===== config.mk =====
export PLATFORM = sky130hd
export DESIGN_NAME = pipeline_run_controller_flat
export DESIGN_NICKNAME = d
export VERILOG_FILES = /design/src/rtl/pipeline_run_controller_pkg.sv /design/src/rtl/pipeline_run_controller_if.sv /design/src/rtl/pipeline_run_controller_sat_counter.sv /design/src/rtl/pipeline_run_controller.sv /design/src/flat_wrapper.sv
export SDC_FILE = /design/constraint.sdc
export NUM_CORES = 1
export LEC_CHECK = 0
export CORE_UTILIZATION = 30
export CTS_BUF_LIST = sky130_fd_sc_hd__clkbuf_4 sky130_fd_sc_hd__clkbuf_8
export DETAILED_ROUTE_END_ITERATION = 10
export SLEW_MARGIN = 20
export SYNTH_ARGS = -nofsm -noshare
export SYNTH_HDL_FRONTEND = slang
export SYNTH_SLANG_ARGS = --single-unit

===== constraint.sdc =====
create_clock -name clk -period 2 [get_ports clk]
set_input_delay 0.6 -clock clk [delete_from_list [all_inputs] [get_ports clk]]
set_output_delay 0.6 -clock clk [all_outputs]
set_load 0.01 [all_outputs]

===== src/rtl/pipeline_run_controller_pkg.sv =====
// rtl/pipeline_run_controller_pkg.sv - shared state encodings and command opcodes for the run controller
package pipe_ctrl_pkg;

  localparam int STATE_W = 3;

  typedef enum logic [STATE_W-1:0] {
    ST_IDLE  = 3'd0,
    ST_RUN   = 3'd1,
    ST_STEP  = 3'd2,
    ST_DRAIN = 3'd3,
    ST_DONE  = 3'd4
  } state_e;

  typedef enum logic [1:0] {
    CMD_NOP   = 2'b00,
    CMD_RUN   = 2'b01,
    CMD_STEP  = 2'b10,
    CMD_PAUSE = 2'b11
  } cmd_e;

endpackage


===== src/rtl/pipeline_run_controller_if.sv =====
// rtl/pipeline_run_controller_if.sv - host/debug command handshake bundle
interface pipeline_run_controller_if;
  logic       cmd_valid;
  logic [1:0] cmd_op;
  logic       cmd_ready;

  modport master (output cmd_valid, output cmd_op, input cmd_ready);
  modport slave  (input cmd_valid, input cmd_op, output cmd_ready);
endinterface


===== src/rtl/pipeline_run_controller_sat_counter.sv =====
// rtl/pipeline_run_controller_sat_counter.sv - saturating up-counter with async active-low clear
module sat_counter #(
  parameter int W = 32
) (
  input  logic         clk,
  input  logic         rst_n,
  input  logic         en_i,
  output logic [W-1:0] count_o
);

  logic [W-1:0] count_q;
  logic [W-1:0] count_d;

  // Increment when enabled, holding at all-ones instead of wrapping
  always_comb begin
    count_d = count_q;
    if (en_i && (count_q != {W{1'b1}})) begin
      count_d = count_q + {{(W-1){1'b0}}, 1'b1};
    end
  end

  // Count register, cleared asynchronously
  always_ff @(posedge clk or negedge rst_n) begin
    if (!rst_n) begin
      count_q <= '0;
    end else begin
      count_q <= count_d;
    end
  end

  assign count_o = count_q;

endmodule


===== src/rtl/pipeline_run_controller.sv =====
// rtl/pipeline_run_controller.sv - run/step/pause/halt-drain sequencer for the five-stage pipeline
module pipeline_run_controller
  import pipe_ctrl_pkg::*;
#(
  parameter int DRAIN_CYCLES = 4,
  parameter int CNT_W        = 32
) (
  input  logic                       clk,
  input  logic                       rst,
  pipeline_run_controller_if.slave   cmd,
  input  logic                       halt_detect,
  input  logic                       stall_req,
  output logic                       pipe_en,
  output logic                       pc_en,
  output logic                       busy,
  output logic                       done,
  output logic [STATE_W-1:0]         state_o,
  output logic [CNT_W-1:0]           cycle_count
);

  // Counter is loaded with one less than the drain length; the edge that
  // sees zero is the last enabled one and moves to DONE.
  localparam logic [3:0] DRAIN_LOAD = 4'(DRAIN_CYCLES - 1);

  state_e     state_q, state_d;
  logic [3:0] drain_cnt_q, drain_cnt_d;
  logic       cmd_fire;

  assign cmd_fire = cmd.cmd_valid && cmd.cmd_ready;

  // Next-state and drain counter decode
  always_comb begin
    state_d     = state_q;
    drain_cnt_d = drain_cnt_q;
    case (state_q)
      ST_IDLE: begin
        if (cmd_fire && (cmd.cmd_op == CMD_RUN)) begin
          state_d = ST_RUN;
        end else if (cmd_fire && (cmd.cmd_op == CMD_STEP)) begin
          state_d = ST_STEP;
        end
      end
      ST_RUN: begin
        // HALT beats a coincident PAUSE so in-flight work always drains
        if (halt_detect) begin
          state_d     = ST_DRAIN;
          drain_cnt_d = DRAIN_LOAD;
        end else if (cmd_fire && (cmd.cmd_op == CMD_PAUSE)) begin
          state_d = ST_IDLE;
        end
      end
      ST_STEP: begin
        if (halt_detect) begin
          state_d     = ST_DRAIN;
          drain_cnt_d = DRAIN_LOAD;
        end else begin
          state_d = ST_IDLE;
        end
      end
      ST_DRAIN: begin
        if (drain_cnt_q == 4'd0) begin
          state_d = ST_DONE;
        end else begin
          drain_cnt_d = drain_cnt_q - 4'd1;
        end
      end
      ST_DONE: begin
        state_d = ST_DONE;
      end
      default: begin
        state_d     = ST_IDLE;
        drain_cnt_d = 4'd0;
      end
    endcase
  end

  // State register; reset aborts any drain in progress
  always_ff @(posedge clk or negedge rst) begin
    if (!rst) begin
      state_q     <= ST_IDLE;
      drain_cnt_q <= 4'd0;
    end else begin
      state_q     <= state_d;
      drain_cnt_q <= drain_cnt_d;
    end
  end

  assign pipe_en       = (state_q == ST_RUN) || (state_q == ST_STEP) || (state_q == ST_DRAIN);
  assign busy          = pipe_en;
  assign done          = (state_q == ST_DONE);
  assign state_o       = state_q;
  assign cmd.cmd_ready = (state_q == ST_IDLE) || (state_q == ST_RUN) || (state_q == ST_DONE);
  assign pc_en         = ((state_q == ST_RUN) || (state_q == ST_STEP)) && !stall_req;

  sat_counter #(.W(CNT_W)) u_cycle_cnt (
    .clk     (clk),
    .rst_n   (rst),
    .en_i    (pipe_en),
    .count_o (cycle_count)
  );

endmodule

===== src/flat_wrapper.sv =====
// flat-port wrapper written by rule: the top's interface ports become plain ports
module pipeline_run_controller_flat import pipe_ctrl_pkg::*;
#(
  parameter int DRAIN_CYCLES = 4,
  parameter int CNT_W        = 32
)
  (clk, rst, halt_detect, stall_req, pipe_en, pc_en, busy, done, state_o, cycle_count, cmd_cmd_valid, cmd_cmd_op, cmd_cmd_ready);
  pipeline_run_controller_if cmd_i ();
  input  logic clk;
  input  logic rst;
  input  logic halt_detect;
  input  logic stall_req;
  output logic pipe_en;
  output logic pc_en;
  output logic busy;
  output logic done;
  output logic [STATE_W-1:0] state_o;
  output logic [CNT_W-1:0] cycle_count;
  input wire logic [$bits(cmd_i.cmd_valid)-1:0] cmd_cmd_valid;
  input wire logic [$bits(cmd_i.cmd_op)-1:0] cmd_cmd_op;
  output wire logic [$bits(cmd_i.cmd_ready)-1:0] cmd_cmd_ready;
  assign cmd_i.cmd_valid = cmd_cmd_valid;
  assign cmd_i.cmd_op = cmd_cmd_op;
  assign cmd_cmd_ready = cmd_i.cmd_ready;
  pipeline_run_controller #(.DRAIN_CYCLES(DRAIN_CYCLES), .CNT_W(CNT_W)) u_core (.clk(clk), .rst(rst), .cmd(cmd_i), .halt_detect(halt_detect), .stall_req(stall_req), .pipe_en(pipe_en), .pc_en(pc_en), .busy(busy), .done(done), .state_o(state_o), .cycle_count(cycle_count));
endmodule

==> reports/summary.txt <==
DR WL/cell = 12.74 µm
Final period util = 97.62%
Gpl congestion = 0.7688
# diodes = 0
Post-DRT Antenna Nets = 0
Core area = 6386 µm²
Final setup viols = 0
Power Total = 0.003108 W
Post-Synth Adder-Cell Area = 1.879%
TritonCTS buffer count = 5
Routed length on met3 = 206 µm
Synth Area per Inst = 10.41 µm²
Chip height = 83.61 µm
Critical-path cell list = buf_4 -> clkdlybuf4s50_1
Worst-Margin Slew = 0.5396 ns
Crit path max fanout = 4
Synth-to-Final Area Change = 46.46%
Root Buffer = clkbuf_8
DRT iter0 DRCs = 55
DP Wirelength = 3.365 mm
Peak VDD IR = 0.6142 mV
Worst R2R Start = u_core.u_cycle_cnt.count_o[0]$_DFFE_PN0P_
Reg2reg setup slack = 0.15 ns
Maxcap violations = 0
EDFF count, synth = 0
Combinational family with the most area after synthesis = simple AND/OR/NAND/NOR gates
Util after Layout = 45.83%
I/O Buffers = 46
CTS tree = built
Post-Synth XOR/XNOR Area = 13.15%
CTS sink cnt = 39
Worst path max stage delay = 0.52 ns
Mux share of post-synthesis cell area = 1.127%
Pin count of the biggest net entering global routing = 21
Routed length on met1 = 2.179 mm
Clk_skew = 0.007786 ns
Critical Path Start Type = flop
CTS H-Tree Depth = 2
Nets = 285
Outcome = complete, no violations
WS Path Type = flop to output pin
Req. time, crit path = 1.40 ns
Asr flop ratio synth = 100.0%
Initial antenna violation count = 0
Slew headroom = 64.02%
Clock slew at reported path FFs = 0.09 ns
Synth top area share = 48.84%
Total GRT Usage = 13.43%
Leak Pwr = 1.311 nW
Max-slew violation count = 0
Number of global-route vias before repair = 1583
PD cells = 1062 nW/µm²
Cell count after synthesis = 192
FMAX = 512.2 MHz
Crit end category = output pin
RR Endpoint = u_core.u_cycle_cnt.count_o[25]$_DFFE_PN0P_
DRC viols = 0
Post-Synth Simple-Gate Area = 22.48%
Io pins = 47
First-pass GRT wire length = 7.562 mm
Net Count, Synth = 202
CP arrival = 1.35 ns
CTS Buffer Depth = 2
Clk_lat worst skew = 0.29 ns
Routed WL = 4.498 mm
Met2 routed WL = 2.065 mm
Area contributors post-synth = dfrtp_1 (49%), xnor2_1 (12%), nand4_1 (4.7%)
Sequential area share after synthesis = 48.84%
Share of cells above drive strength 1 = 23.19%
Chip width = 83.61 µm
Post-layout min period = 1.952 ns
Prevailing post-synth register cell = dfrtp_1
Hold Buf Count CTS = 0
FF-to-FF path depth = 7
Hold Vio Cnt, Final = 0
Global route overflow = 0
Post-synthesis compound-gate area fraction = 10.02%
Vias = 1714
# rows = 29
Type of the most critical hold path = primary input to asynchronous set/reset pin
Routed vias/inst = 4.856
Initial Util = 31.29%
Distinct cells, synth = 37
DR pass1 iterations = 4
FF+latch count, synth = 39
Die footprint = 6991 µm²
Post-Syn Area = 1998 µm²
Synth Warn # = 0
Top sig layer = met4
Synth area leader = dfrtp_1
Worst path slowest cell = clkdlybuf4s50_1
## cell usage after synthesis, types with 2 or more instances
cell type	instances
a21o_1	4
or2_2	2
o31ai_1	3
xor2_1	3
and4_2	2
mux2_2	2
a31oi_1	2
ha_1	3
nand3_1	16
o21ai_0	3
and2_1	2
nand2_1	12
clkbuf_1	3
dfrtp_1	39
nand4_1	15
nor3_1	3
xnor2_1	27
and3_1	7
nor2_1	16
a21oi_1	7
inv_1	4
nor3b_1	2
## registers in the layout, summed over array words and instances, names as in the netlist
register and flops:
u_core.u_cycle_cnt.count_o 32, u_core.drain_cnt_q 4, u_core.state_o 3
## worst max-delay path: cells and delay by family (launching register included)
kind     cells  cell delay (ns)
flops        1             0.42
buf+inv      2             0.64
## stage by stage
step / TNS, ns / worst slack (ns) / hold WS, ns / instances / instance area, µm²
after detailed placement: -0.8548 / -0.3295 / 0.4837 / 341 / 2768
after global placement: -0.5824 / -0.3185 / 0.4844 / 341 / 2768
after global routing: -0.0004121 / -0.0004121 / 0.2825 / 353 / 2927
final: 0 / 0.04754 / 0.2552 / 353 / 2927
after floorplan: 0 / 0.1283 / 0.3044 / 192 / 1998
after CTS: 0 / 0.005477 / 0.2708 / 351 / 2909
## kinds of logic after synthesis
kind of cell | after synthesis
adders and majority gates | 3
DFF | 39
and+or+nand+nor | 82
xor gates and xnor gates | 30
AOI/OAI and AO/OA | 26
buffers and inverters | 10
muxes | 2
## layout make-up
cell class                      instances  area, µm²
Multi-Input combinational cell        143      994.7
Inverter                                4      15.01
Clock inverter                          3      43.79
Fill cell                             629       3460
Clock buffer                            5      68.82
Timing Repair Buffer                   82      729.5
Sequential cell                        39      978.4
Tap cell                               77      96.34
## worst max-delay path by stage
stage	start	to
global placement	stall_req	pc_en
floorplan	u_core.u_cycle_cnt.count_o[0]$_DFFE_PN0P_	u_core.u_cycle_cnt.count_o[26]$_DFFE_PN0P_
finish	u_core.state_o[1]$_DFFE_PN0P_	state_o[1]
detailed placement	stall_req	pc_en
global route	u_core.u_cycle_cnt.count_o[13]$_DFFE_PN0P_	cycle_count[13]
CTS	u_core.state_o[2]$_DFFE_PN0P_	state_o[2]
## cell usage in the layout (no fill, tap or decap), types with 4 or more instances in the layout
| cell | netlist | layout |
|---|---|---|
| dlygate4sd2_1 | 0 | 4 |
| clkdlybuf4s50_1 | 0 | 38 |
| a21oi_1 | 7 | 6 |
| and3_1 | 7 | 7 |
| nand4_1 | 15 | 15 |
| dfrtp_1 | 39 | 37 |
| clkbuf_8 | 0 | 5 |
| a21o_1 | 4 | 4 |
| nor2_1 | 16 | 16 |
| inv_1 | 4 | 4 |
| xnor2_1 | 27 | 27 |
| nand3_1 | 16 | 16 |
| buf_4 | 1 | 34 |
| nand2_1 | 12 | 11 |
## routing by layer
| layer | vias up | track usage (%) |
|---|---|---|
| met3 | 6 | 3.264 |
| li1 | 851 | - |
| met5 | - | 0 |
| met4 | 0 | 3.698 |
| met2 | 38 | 21.14 |
| met1 | 819 | 18.40 |
## what timing repair did
item / 4_1_cts / 5_1_grt
setup buffers: 2 / 2
gates resized for setup: 17 / 4
pin swaps: 1 / 0
setup endpoints to repair: 18 / 9
## report_power, final
part           leakage [nW]  switching, W  internal [W]  total, W
registers             0.517      0.000127      0.000940   0.00107
clock network        0.0581      0.000299      0.000372  0.000671
logic                 0.735      0.000649      0.000721   0.00137
total                  1.31       0.00108       0.00203   0.00311
Power figures use the tool's default switching activity.
